`src/rtl/cpu_rf_pkg.sv`:
```
// Shared constants and types for the CPU register bank family.
package cpu_rf_pkg;
   localparam int DATA_W_DEF = 16;
   localparam int ADDR_W_DEF = 4;

   typedef logic [DATA_W_DEF-1:0] rf_data_t;
   typedef logic [ADDR_W_DEF-1:0] rf_addr_t;
endpackage

```
`src/rtl/reg_file_sb_if.sv`:
```
// Decode/writeback-side bus of the register file: addresses, write ports, reserve, read results.
interface reg_file_sb_if import cpu_rf_pkg::*; #(
   parameter int DATA_W = DATA_W_DEF,
   parameter int ADDR_W = ADDR_W_DEF
);
   logic [ADDR_W-1:0] Rd_Addr;
   logic [ADDR_W-1:0] Rs_Addr;
   logic [ADDR_W-1:0] Rm_Addr;
   logic              Rd_Wen;
   logic              Rs_Wen;
   logic [DATA_W-1:0] Rd_Data;
   logic [DATA_W-1:0] Rs_Data;
   logic              Rsv_Wen;
   logic [ADDR_W-1:0] Rsv_Addr;
   logic [DATA_W-1:0] Rd_Out;
   logic [DATA_W-1:0] Rs_Out;
   logic [DATA_W-1:0] Rm_Out;
   logic              Rd_Pend;
   logic              Rs_Pend;
   logic              Rm_Pend;
   logic              Collision;

   modport master (
      output Rd_Addr, Rs_Addr, Rm_Addr, Rd_Wen, Rs_Wen, Rd_Data, Rs_Data, Rsv_Wen, Rsv_Addr,
      input  Rd_Out, Rs_Out, Rm_Out, Rd_Pend, Rs_Pend, Rm_Pend, Collision
   );

   modport slave (
      input  Rd_Addr, Rs_Addr, Rm_Addr, Rd_Wen, Rs_Wen, Rd_Data, Rs_Data, Rsv_Wen, Rsv_Addr,
      output Rd_Out, Rs_Out, Rm_Out, Rd_Pend, Rs_Pend, Rm_Pend, Collision
   );
endinterface

```
`src/rtl/rf_read_port.sv`:
```
// One combinational read port: stored data and pending bit, with optional write-through.
module rf_read_port #(
   parameter int DATA_W = 16,
   parameter int ADDR_W = 4,
   parameter int BYPASS = 0
) (
   input  logic [ADDR_W-1:0]      addr,
   input  logic [DATA_W-1:0]      mem [2**ADDR_W],
   input  logic [2**ADDR_W-1:0]   pend,
   input  logic                   rd_wen,
   input  logic [ADDR_W-1:0]      rd_addr,
   input  logic [DATA_W-1:0]      rd_data,
   input  logic                   rs_wen,
   input  logic [ADDR_W-1:0]      rs_addr,
   input  logic [DATA_W-1:0]      rs_data,
   input  logic                   rsv_wen,
   input  logic [ADDR_W-1:0]      rsv_addr,
   output logic [DATA_W-1:0]      data,
   output logic                   pend_out
);
   logic byp_en;
   logic rd_hit;
   logic rs_hit;
   logic rsv_hit;

   assign byp_en  = (BYPASS != 0);
   assign rd_hit  = rd_wen  && (rd_addr  == addr);
   assign rs_hit  = rs_wen  && (rs_addr  == addr);
   assign rsv_hit = rsv_wen && (rsv_addr == addr);

   // Rs has priority on bypass to mirror which write lands in storage.
   always_comb begin
      data     = mem[addr];
      pend_out = pend[addr];
      if (byp_en) begin
         if (rs_hit) begin
            data = rs_data;
         end else if (rd_hit) begin
            data = rd_data;
         end
         if (rs_hit || rd_hit) begin
            pend_out = rsv_hit;
         end
      end
   end
endmodule

```
`src/rtl/reg_file_sb.sv`:
```
// Multi-port register file with async clear, pending-result scoreboard and write-collision flag.
module reg_file_sb import cpu_rf_pkg::*; #(
   parameter int DATA_W  = DATA_W_DEF,
   parameter int ADDR_W  = ADDR_W_DEF,
   parameter int ZERO_R0 = 0,
   parameter int BYPASS  = 0
) (
   input logic          Clock,
   input logic          nReset,
   reg_file_sb_if.slave rf
);
   localparam int DEPTH = 2**ADDR_W;

   logic [DATA_W-1:0] mem [DEPTH];
   logic [DEPTH-1:0]  pend;
   logic [DEPTH-1:0]  pend_nxt;
   logic              rd_we;
   logic              rs_we;
   logic              rsv_we;
   logic              collision_q;
   logic              zero_en;

   // R0 is masked at the enables, so storage, scoreboard and bypass never see it touched.
   assign zero_en = (ZERO_R0 != 0);
   assign rd_we   = rf.Rd_Wen  && !(zero_en && (rf.Rd_Addr  == '0));
   assign rs_we   = rf.Rs_Wen  && !(zero_en && (rf.Rs_Addr  == '0));
   assign rsv_we  = rf.Rsv_Wen && !(zero_en && (rf.Rsv_Addr == '0));

   always_comb begin
      pend_nxt = pend;
      if (rd_we)  pend_nxt[rf.Rd_Addr]  = 1'b0;
      if (rs_we)  pend_nxt[rf.Rs_Addr]  = 1'b0;
      if (rsv_we) pend_nxt[rf.Rsv_Addr] = 1'b1;
   end

   // Rs write is issued last so it wins a same-address collision.
   always_ff @(posedge Clock or negedge nReset) begin
      if (!nReset) begin
         for (int i = 0; i < DEPTH; i++) begin
            mem[i] <= '0;
         end
         pend        <= '0;
         collision_q <= 1'b0;
      end else begin
         if (rd_we) mem[rf.Rd_Addr] <= rf.Rd_Data;
         if (rs_we) mem[rf.Rs_Addr] <= rf.Rs_Data;
         pend        <= pend_nxt;
         collision_q <= rf.Rd_Wen && rf.Rs_Wen && (rf.Rd_Addr == rf.Rs_Addr);
      end
   end

   assign rf.Collision = collision_q;

   rf_read_port #(.DATA_W(DATA_W), .ADDR_W(ADDR_W), .BYPASS(BYPASS)) u_rd_port (
      .addr(rf.Rd_Addr), .mem(mem), .pend(pend),
      .rd_wen(rd_we), .rd_addr(rf.Rd_Addr), .rd_data(rf.Rd_Data),
      .rs_wen(rs_we), .rs_addr(rf.Rs_Addr), .rs_data(rf.Rs_Data),
      .rsv_wen(rsv_we), .rsv_addr(rf.Rsv_Addr),
      .data(rf.Rd_Out), .pend_out(rf.Rd_Pend)
   );

   rf_read_port #(.DATA_W(DATA_W), .ADDR_W(ADDR_W), .BYPASS(BYPASS)) u_rs_port (
      .addr(rf.Rs_Addr), .mem(mem), .pend(pend),
      .rd_wen(rd_we), .rd_addr(rf.Rd_Addr), .rd_data(rf.Rd_Data),
      .rs_wen(rs_we), .rs_addr(rf.Rs_Addr), .rs_data(rf.Rs_Data),
      .rsv_wen(rsv_we), .rsv_addr(rf.Rsv_Addr),
      .data(rf.Rs_Out), .pend_out(rf.Rs_Pend)
   );

   rf_read_port #(.DATA_W(DATA_W), .ADDR_W(ADDR_W), .BYPASS(BYPASS)) u_rm_port (
      .addr(rf.Rm_Addr), .mem(mem), .pend(pend),
      .rd_wen(rd_we), .rd_addr(rf.Rd_Addr), .rd_data(rf.Rd_Data),
      .rs_wen(rs_we), .rs_addr(rf.Rs_Addr), .rs_data(rf.Rs_Data),
      .rsv_wen(rsv_we), .rsv_addr(rf.Rsv_Addr),
      .data(rf.Rm_Out), .pend_out(rf.Rm_Pend)
   );
endmodule

```
`src/flat_wrapper.sv`:
```
// flat-port wrapper written by rule: the top's interface ports become plain ports
module reg_file_sb_flat import cpu_rf_pkg::*;
#(
   parameter int DATA_W  = DATA_W_DEF,
   parameter int ADDR_W  = ADDR_W_DEF,
   parameter int ZERO_R0 = 0,
   parameter int BYPASS  = 0
)
  (Clock, nReset, rf_Rd_Addr, rf_Rs_Addr, rf_Rm_Addr, rf_Rd_Wen, rf_Rs_Wen, rf_Rd_Data, rf_Rs_Data, rf_Rsv_Wen, rf_Rsv_Addr, rf_Rd_Out, rf_Rs_Out, rf_Rm_Out, rf_Rd_Pend, rf_Rs_Pend, rf_Rm_Pend, rf_Collision);
  reg_file_sb_if #(.DATA_W(DATA_W), .ADDR_W(ADDR_W)) rf_i ();
  input logic Clock;
  input logic nReset;
  input wire logic [$bits(rf_i.Rd_Addr)-1:0] rf_Rd_Addr;
  input wire logic [$bits(rf_i.Rs_Addr)-1:0] rf_Rs_Addr;
  input wire logic [$bits(rf_i.Rm_Addr)-1:0] rf_Rm_Addr;
  input wire logic [$bits(rf_i.Rd_Wen)-1:0] rf_Rd_Wen;
  input wire logic [$bits(rf_i.Rs_Wen)-1:0] rf_Rs_Wen;
  input wire logic [$bits(rf_i.Rd_Data)-1:0] rf_Rd_Data;
  input wire logic [$bits(rf_i.Rs_Data)-1:0] rf_Rs_Data;
  input wire logic [$bits(rf_i.Rsv_Wen)-1:0] rf_Rsv_Wen;
  input wire logic [$bits(rf_i.Rsv_Addr)-1:0] rf_Rsv_Addr;
  output wire logic [$bits(rf_i.Rd_Out)-1:0] rf_Rd_Out;
  output wire logic [$bits(rf_i.Rs_Out)-1:0] rf_Rs_Out;
  output wire logic [$bits(rf_i.Rm_Out)-1:0] rf_Rm_Out;
  output wire logic [$bits(rf_i.Rd_Pend)-1:0] rf_Rd_Pend;
  output wire logic [$bits(rf_i.Rs_Pend)-1:0] rf_Rs_Pend;
  output wire logic [$bits(rf_i.Rm_Pend)-1:0] rf_Rm_Pend;
  output wire logic [$bits(rf_i.Collision)-1:0] rf_Collision;
  assign rf_i.Rd_Addr = rf_Rd_Addr;
  assign rf_i.Rs_Addr = rf_Rs_Addr;
  assign rf_i.Rm_Addr = rf_Rm_Addr;
  assign rf_i.Rd_Wen = rf_Rd_Wen;
  assign rf_i.Rs_Wen = rf_Rs_Wen;
  assign rf_i.Rd_Data = rf_Rd_Data;
  assign rf_i.Rs_Data = rf_Rs_Data;
  assign rf_i.Rsv_Wen = rf_Rsv_Wen;
  assign rf_i.Rsv_Addr = rf_Rsv_Addr;
  assign rf_Rd_Out = rf_i.Rd_Out;
  assign rf_Rs_Out = rf_i.Rs_Out;
  assign rf_Rm_Out = rf_i.Rm_Out;
  assign rf_Rd_Pend = rf_i.Rd_Pend;
  assign rf_Rs_Pend = rf_i.Rs_Pend;
  assign rf_Rm_Pend = rf_i.Rm_Pend;
  assign rf_Collision = rf_i.Collision;
  reg_file_sb #(.DATA_W(DATA_W), .ADDR_W(ADDR_W), .ZERO_R0(ZERO_R0), .BYPASS(BYPASS)) u_core (.Clock(Clock), .nReset(nReset), .rf(rf_i));
endmodule
```
`config.mk`:
```
export PLATFORM = sky130hd
export DESIGN_NAME = reg_file_sb_flat
export DESIGN_NICKNAME = d
export VERILOG_FILES = /design/src/rtl/cpu_rf_pkg.sv /design/src/rtl/reg_file_sb_if.sv /design/src/rtl/rf_read_port.sv /design/src/rtl/reg_file_sb.sv /design/src/flat_wrapper.sv
export SDC_FILE = /design/constraint.sdc
export NUM_CORES = 1
export LEC_CHECK = 0
export ABC_AREA = 1
export ABC_CLOCK_PERIOD_IN_PS = 1900
export BUFFER_PORTS_ARGS = -buffer_cell sky130_fd_sc_hd__buf_2
export CORE_MARGIN = 2
export CORE_UTILIZATION = 35
export DETAILED_ROUTE_END_ITERATION = 10
export PLACE_DENSITY = 0.54
export SLEW_MARGIN = 20
export SYNTH_ARGS = -nofsm -noshare
export SYNTH_HDL_FRONTEND = slang
export SYNTH_SLANG_ARGS = --single-unit
```
`constraint.sdc`:
```
create_clock -name Clock -period 1.9 [get_ports Clock]
set_input_delay 0.19 -clock Clock [delete_from_list [all_inputs] [get_ports Clock]]
set_output_delay 0.19 -clock Clock [all_outputs]
set_load 0.02 [all_outputs]
```
; ---- After elaboration in Yosys (flattened, before gate mapping)
; Cells that the tools add are included.
[word_totals]
rom_bits = 0
inputBits = 53
ram_bits = 0
out_inout_bits = 52
reg_bits = 273
latchBits = 0
memories = 0
[op_classes]
magnitude_cmp = 12
reduce_logical = 7
multipliers = 0
eq_ne = 1
add_sub_neg = 0
shift = 0
div_mod_pow = 0
n_mux = 32
n_bitwise = 8
[op_table]
columns = cell, n
row1 = bitwise mux 256 bit, 2
row2 = 2-to-1 mux 256 bit, 2
row3 = binary-select mux 16 bit (select 4 bit), 3
row4 = 2-to-1 mux 16 bit, 11
row5 = demux 16 bit (select 4 bit), 2
row6 = AND 16 bit, 2
row7 = NOT 16 bit, 2
row8 = "less-than comparator 4 x 5 -> 1 bit, second input constant", 4
row9 = bitwise OR 16 bit, 1
row10 = ">= comparator 5 bit, second input constant", 3
row11 = NOT 4 -> 5 bit, 3
row12 = binary-select mux 1 bit (select 4 bit), 3
row13 = demux 1 bit (select 4 bit), 3
row14 = ">= comparator 4 x 1 -> 1 bit, second input constant", 3
row15 = "less-than comparator 5 x 1 -> 1 bit, second input constant", 2
row16 = logical AND 1 bit, 7
row17 = 2-to-1 mux 1 bit, 6
row18 = equality test 4 bit, 1

; ---- Depth between registers and ports, before layout
; Gate-level depths: netlist of run 1.
[depth]
word_depth = 11
depth_mapped = 12
mapped_depth_nobuf = 9

; ---- By module
; From an unflattened synthesis of run 1, not the netlist that was laid out.
[hier_totals]
hier_cells = 4572
hier_area_um2 = 24720.0
[modules_own_cells]
columns = module, n_inst, area_per_inst_um2, cells_each
row1 = reg_file_sb, 1, 14487.6, 2103
row2 = rf_read_port, 3, 3410.8, 823

; ---- Least setup slack after synthesis of run 1
; No wires, ideal clock.
[synth_timing]
path_type = input-to-output
startpoint = in rf_Rd_Addr[1]
endpoint = out rf_Rd_Out[5]
path_slack_ns = 0.347
arrival_ns = 1.363
t_required_ns = 1.710
cell_stages = 10
cell_sequence = buf_2 -> inv_2 -> buf_2 -> buf_1 -> nand2_1 -> nand2_1 -> nand2_1 -> nand2_1 -> inv_1 -> nand2_1
[synth_via]
elab_chain_cells = 4
[synth_rtl]
columns = item, line
row1 = "start, declared", flat_wrapper.sv:13  ; input wire logic [$bits(rf_i.Rd_Addr)-1:0] rf_Rd_Addr;
row2 = NOT 4 -> 5 bit (not written as such), rf_read_port.sv:33  ; data = mem[addr];
row3 = binary-select mux 16 bit (select 4 bit), rf_read_port.sv:33
row4 = 2-to-1 mux 16 bit (not written as such) (2 in a row), rf_read_port.sv:33
row5 = "end, declared", flat_wrapper.sv:22  ; output wire logic [$bits(rf_i.Rd_Out)-1:0] rf_Rd_Out;
; Every way passes these cells. The select of a mux whose other input is x is not followed.

; ---- Worst setup path in the final report of run 1
[layout_timing]
startpoint = reg u_core.mem[180] in the netlist's numbering
endpoint = out rf_Rm_Out[4]
[layout_via]
elab_chain_cells = 3
[layout_rtl]
columns = item, line
row1 = "start, declared", reg_file_sb.sv:14  ; logic [DATA_W-1:0] mem [DEPTH];
row2 = "start signal, assigned by index", reg_file_sb.sv:45  ; if (rd_we) mem[rf.Rd_Addr] <= rf.Rd_Data;
row3 = "start signal, assigned by index", reg_file_sb.sv:46  ; if (rs_we) mem[rf.Rs_Addr] <= rf.Rs_Data;
row4 = binary-select mux 16 bit (select 4 bit), rf_read_port.sv:33
row5 = 2-to-1 mux 16 bit (not written as such) (2 in a row), rf_read_port.sv:33
row6 = "end, declared", flat_wrapper.sv:24  ; output wire logic [$bits(rf_i.Rm_Out)-1:0] rf_Rm_Out;
; Every way passes these cells. The select of a mux whose other input is x is not followed.

==> results of run 1 <==
worst max path at each step:
stage / to / slack (ps) / depth (start not counted)
6_report: rf_Rm_Out[4] / -20 / 8
5_1_grt: rf_Rs_Out[12] / -80 / 10
4_1_cts: rf_Rm_Out[4] / -30 / 8
3_5_place_dp: u_core.mem[118] / 40 / 7
3_3_place_gp: u_core.mem[118] / 30 / 7
2_1_floorplan: rf_Rd_Out[8] / 350 / 10
routing by layer:
layer  GRT usage  wire length [µm]
met5           0                22
met2      0.5581             54260
met4      0.2370              9772
met1      0.4967             50500
met3     0.09450             16040
layout make-up:
type	instances	area (µm²)
fillers	7067	36210
multi-input cells	3256	13960
flip-flops and latches	273	6869
repair buffers	421	4233
inverters	479	1808
clock buffers	57	1154
well taps	864	1081
clock inverters	11	163.9
diodes	11	27.53
cell usage in the layout, fill, tap and decap left out, types with 18 or more instances in the layout:
cell,synthesis,final
nand2_1,2469,2387
inv_1,441,409
nand3_1,367,304
dfrtp_1,273,243
buf_4,4,220
o21ai_0,185,180
nor2_1,97,93
nand2_2,5,73
buf_12,0,71
buf_6,0,67
a21oi_1,63,63
inv_2,29,59
nand3_2,3,59
buf_2,98,48
clkbuf_16,0,39
o21ai_1,31,34
dfrtp_2,0,30
nor2_4,17,18
state kept, by name (all words and copies together) (netlist names):
| name | count |
|---|---|
| u_core.mem | 256 |
| u_core.rf.Collision | 1 |
| u_core.pend | 16 |
timing repair:
item,4_1_cts,5_1_grt
endpoints found under the setup margin,34,50
resized for setup,115,247
hold buffers,12,0
setup buffers,51,33
endpoints found under the hold margin,306,0
pin swaps,20,155
cells by family after synthesis:
| family | after synthesis | synth area share |
|---|---|---|
| compound gates | 284 | 0.06219 |
| xor+xnor | 1 | 0.0003803 |
| buf+inv | 742 | 0.1270 |
| simple gates | 2971 | 0.5139 |
| flops | 273 | 0.2965 |
cell usage after synthesis, types with 5 or more instances:
master       n  area [µm²]
nor2_4      17       191.4
o21ai_1     31       155.2
nor2_1      97       364.1
clkinv_1     8       30.03
nand2_2      5       31.28
inv_1      441        1655
o21ai_0    185       925.9
buf_2       98       490.5
buf_1       37       138.9
nand2_1   2469        9268
inv_2       29       108.9
nand3_1    367        1837
dfrtp_1    273        6832
a21oi_1     63       315.3
nor2_2       7       43.79
clkbuf_1   124       465.5
per-stage QoR:
stage                     utilization  hold slack [ps]  setup slack, ps  instance area, µm²  TNS [ps]
after global placement         0.4003            107.6            25.71               26220         0
final                          0.4472            19.88           -20.17               29300    -58.07
after floorplan                     -           -105.6            347.5               23040         0
after CTS                      0.4318            3.708           -27.53               28280    -69.01
after global routing           0.4471            21.06           -75.71               29290     -1210
after detailed placement       0.4003            109.1            40.62               26220         0
power groups by stage:
stage / registers, µW / logic [µW] / clock network [µW]
detailed placement: 9130 / 8300 / 0
floorplan: 8420 / 5710 / 0
finish: 9140 / 9950 / 7850
global placement: 9180 / 8240 / 0
CTS: 8970 / 9030 / 7870
global route: 9250 / 11100 / 8070
worst reg2reg max path: stages, from the launching register on:
cell and delay (ps):
dfrtp_1 440, inv_2 100, buf_4 100, buf_4 110
nand2_1 70, nand3_1 80, o21ai_0 100
==> results.yml, run 1 <==
synthesis:
  synthFlopType: "dfrtp_1"
  async_flop_share: 1.000
  yosys.cell_types.count: 26
  synth_cells: 4271
  ys_warn_count: 0
  synth_area_um2: 23040
  syn_nets: 4324
  postSynthAreaPerCell_um2: 5.394
  synth_edf_count: 0
  ys_seq_elements: 273
  ys_seq_area_frac: 0.2965
placed_design:
  place_congestion: 0.9632
  dp.final_hpwl_um: 87860
  place_inst: 5206
  io_buffers: 104
clocking:
  cts_buffer_depth: 3
  h-tree-depth: 2
  root_buffer: "clkbuf_16"
  clock-sinks: 273
  clkTransAtPathRegs_ps: 60
  cts_tree: "built"
  cts_buffers: 38
  clock_latency_ps: 580
timing:
  drv_slew: 0
  period_needed_ps: 1920
  hold_viol_final: 0
  fmax_ghz: 0.5208
  max_slew_margin: 0.4219
  worst_slack_ps: -20.17
  tightest_slew_ps: 865.8
  rsz0062_at_grt: "true"
  fin_crit_sh: 1.011
  clock_skew_ps: 0
  setup_viol: 4
critical_path:
  slowest_delay_ps: 400
  crit_path_top_delay_cell: "dfrtp_1"
  cp-end-kind: "output port"
  crit_family: "flip-flops"
  r2r-start: "u_core.mem[248]"
  startpoint_type: "flip-flop"
  r2r_setup_slack_ps: 760
  crit_top_cell: "nand3_1"
  r2r_cells: 6
  required_ps: 1710
  worstSetupStartpoint: "u_core.mem[180]"
  path_cells: "inv_1 -> nand2_1 -> nand3_1 -> nand3_1 -> nand3_2 -> nand2_2 -> buf_12 -> buf_8"
  path_class: "flip-flop to output port"
  timing.rr.end: "u_core.mem[248]"
  cp_num_buf_inv: 3
  crit_arrival_ps: 1730
  cp_max_fo: 3
pwr:
  powerDensity_nw_per_um2: 919.5
  p_clk_frac: 0.291
  power.internal_uw: 16020
  swShare: 0.4052
  ir_drop_mv: 0.5514
  p_comb_frac: 0.369
  fin_total_pwr_uw: 26940
  pwr-share-seq: 0.339
  cellLeakagePower_uw: 0.01664
  switchingPower_uw: 10910
floorplanning:
  fp-row-count: 94
  die_h_um: 260.6
  die-area_um2: 67890
  io_pins: 105
  initial_core_util: 0.3517
  coreArea_um2: 65510
  die_x_um: 260.6
route:
  dr_total_vias: 29326
  drt_wl_total_um: 130600
  viasPerCell: 5.459
  ant_nets: 0
  routedWlPerCell_um: 24.31
  drt_iter0_markers: 4053
  dr.pass1.iters: 7
  drc_errors: 0
grt:
  grt_start_max_net_pins: 64
  antenna_found_initial: 12
  grt.total_usage: 0.3793
  grt_remaining_overflow: 0
  grt_pass1_vias: 26216
  grt_pass1_wl_um: 185900
flow_run:
  drv_cap: 0
hold_path:
  min_from: "rf_Rsv_Addr[0]"
  worstHoldEndpoint: "u_core.pend[3]"
  hold_path_class: "input pin to flip-flop"
  holdPathStages: 3
layout:
  layoutNonFillerInstCount: 5372
  drive_gt1_frac: 0.1668
  syn2layout_area_growth_pct: 27.18
  nets: 4522
run_status:
  violations: "negative setup slack"
  status: "finished, violations left"
Power figures use the tool's default switching activity.
==> inputs of run 2 (changes only) <==
Settings changed: ABC_AREA 1 to 0, PLACE_DENSITY 0.54 to 0.55.
==> run 2 against run 1 <==
  * The run still ends with negative setup slack left
  * Critical path depth is 4 lower
  * Critical path type unchanged
  * Largest power group is now registers
  * Largest cell class unchanged
  * Maximum frequency shrank 13%
  * Area after synthesis down 12%
  * Via count decreased by 26%
  * Clock skew did not move
==> results.yml, run 2 <==
floorplanning:
  fp-row-count: 88
  die_h_um: 244.4
  initial_core_util: 0.3525
  io_pins: 105
  die_x_um: 244.4
  coreArea_um2: 57370
  die-area_um2: 59710
route:
  routedWlPerCell_um: 33.58
  drt_iter0_markers: 3297
  ant_nets: 0
  viasPerCell: 7.314
  dr.pass1.iters: 8
  drc_errors: 0
  drt_wl_total_um: 99160
  dr_total_vias: 21599
synthesis:
  ys_warn_count: 0
  synth_top_area_frac: 0.3379
  postSynthAreaPerCell_um2: 9.597
  async_flop_share: 1.000
  synthFlopType: "dfrtp_1"
  synth_edf_count: 0
  syn_nets: 2160
  synth_area_leader_cell: "dfrtp_1"
  synth_area_um2: 20220
  synth_cells: 2107
  yosysMostFrequentCell: "dfrtp_1"
  synth.top_cells.by_count: "dfrtp_1 (273), nand3_1 (258), nor3_1 (257)"
  synth_area_leaders: "dfrtp_1 (34%), mux4_2 (23%), a31oi_1 (7.9%)"
  ys_seq_area_frac: 0.3379
  ys_seq_elements: 273
  yosys.cell_types.count: 38
placed_design:
  place_congestion: 0.9404
  dp.final_hpwl_um: 64800
  io_buffers: 104
  dpl_cell_area_um2: 22770
clocking:
  cts_buffer_depth: 3
  clock_latency_ps: 550
  h-tree-depth: 2
  cts_tree: "built"
  clock-sinks: 273
  root_buffer: "clkbuf_16"
  clkTransAtPathRegs_ps: 70
  cts_buffers: 35
layout:
  postLayoutCoreUtil: 0.4324
  nets: 2204
  syn2layout_area_growth_pct: 22.66
  drive_gt1_frac: 0.3418
  stdcell_area_um2: 24800
  largest_reg_flops: 256
  mostFrequentLayoutCells: "dfrtp_1 (265), nand3_1 (257), nor3_1 (257)"
  final_common_cell: "dfrtp_1"
  largest-register: "u_core.mem"
timing:
  hold_viol_final: 0
  fmax_ghz: 0.4538
  fin_hold_ws_ps: 55.25
  setup_tns_ps: -11470
  max_slew_margin: 0.6243
  rsz0062_at_grt: "true"
  clock_skew_ps: 0
  worst_slack_ps: -303.7
  fin_crit_sh: 1.160
  setup_viol: 51
  period_needed_ps: 2204
  tightest_slew_ps: 562.3
  drv_slew: 0
critical_path:
  startpoint_type: "flip-flop"
  worstSetupStartpoint: "u_core.mem[189]"
  crit_arrival_ps: 2010
  path_class: "flip-flop to output port"
  endpoint: "rf_Rs_Out[13]"
  r2r-start: "u_core.mem[178]"
  r2r_cells: 3
  timing.rr.end: "u_core.mem[178]"
  cp-end-kind: "output port"
  cp_max_fo: 4
  required_ps: 1710
  r2r_setup_slack_ps: 1010
grt:
  grt_pass1_wl_um: 144900
  grt_pass1_vias: 20758
  grt_remaining_overflow: 0
  grt.total_usage: 0.3267
  antenna_found_initial: 16
  grt_start_max_net_pins: 68
pwr:
  powerDensity_nw_per_um2: 978.0
  cellLeakagePower_uw: 0.008717
  ir_drop_mv: 0.7071
flow_run:
  drv_cap: 0
run_status:
  violations: "negative setup slack"
  status: "finished, violations left"
hold_path:
  hold_path_class: "input pin to flip-flop"
  holdPathStages: 3
-- run 2: cell count changes after synthesis, moves of 22 or more --
cell | previous run | this run
a21oi_1 | 63 | 0
clkbuf_1 | 124 | 164
a31oi_1 | 0 | 256
nor2_1 | 97 | 5
buf_2 | 98 | 120
nand3_1 | 367 | 258
mux4_2 | 0 | 204
nor3_1 | 1 | 257
inv_2 | 29 | 0
inv_1 | 441 | 3
a22oi_1 | 0 | 102
nand2_1 | 2469 | 72
-- run 2: cell type report --
type,count,area [µm²]
diodes,11,27.53
clock buffers,50,1023
clock inverters,13,107.6
fillers,5364,32560
inverters,3,11.26
multi-input cells,1492,12280
flip-flops and latches,273,6842
well taps,765,957.2
repair buffers,346,3553
-- run 2: cells by family (layout without fill, tap and decap cells) --
| family | count (synthesis) | in the layout | synth area share |
|---|---|---|---|
| AOI/OAI and AO/OA | 633 | 633 | 0.1896 |
| buffers and inverters | 342 | 412 | 0.07970 |
| and+or+nand+nor | 654 | 654 | 0.1652 |
| xor gates and xnor gates | 1 | 1 | 0.0004332 |
| other | 0 | 11 | 0 |
| DFF | 273 | 273 | 0.3379 |
| muxes | 204 | 204 | 0.2272 |
-- run 2: critical path: stages, from the launching register on --
cell and delay, ps:
dfrtp_1 430, mux4_2 480, a22oi_2 260, nand2_2 120, buf_6 140
-- run 2: repair_timing --
item | 4_1_cts | 5_1_grt
setup endpoints to repair | 51 | 51
setup buffers | 6 | 10
hold buffers | 2 | 0
resized for setup | 165 | 35
hold endpoints to repair | 55 | 0
pin swaps | 90 | 24
-- run 2: power breakdown --
| group | internal (µW) | switching, µW | total (µW) |
|---|---|---|---|
| Clock | 3900 | 2930 | 6830 |
| Sequential | 7270 | 1740 | 9000 |
| Combinational | 4330 | 4090 | 8420 |
-- run 2: through the flow --
stage | power (µW) | std cells | worst slack, ps
CTS | 23770 | 2932 | -285.5
global route | 25000 | 2944 | -344.8
floorplan | 13430 | 2107 | 192.2
finish | 24260 | 2953 | -303.7
global placement | 16150 | 2861 | -150.2
detailed placement | 16350 | 2861 | -143.2
-- run 2: layer usage --
layer / wire, µm / vias to the layer above / part of all wire / track usage
met3: 13710 / 414 / 0.14 / 0.1096
met4: 5879 / 6 / 0.059 / 0.1790
met5: 44 / - / 0.00044 / 0
met1: 35840 / 10882 / 0.36 / 0.4162
met2: 43690 / 1931 / 0.44 / 0.4886
li1: - / 8366 / - / -
-- run 2: how the worst min path moves through the flow --
| stage | from | to | slack, ps |
|---|---|---|---|
| after floorplan | nReset | u_core.mem[0] | -110 |
| after global placement | nReset | u_core.mem[174] | 170 |
| after detailed placement | nReset | u_core.mem[190] | 170 |
| after CTS | rf_Rd_Data[15] | u_core.mem[175] | 50 |
| after global routing | rf_Rd_Data[15] | u_core.mem[175] | 80 |
| final | rf_Rd_Data[15] | u_core.mem[175] | 60 |
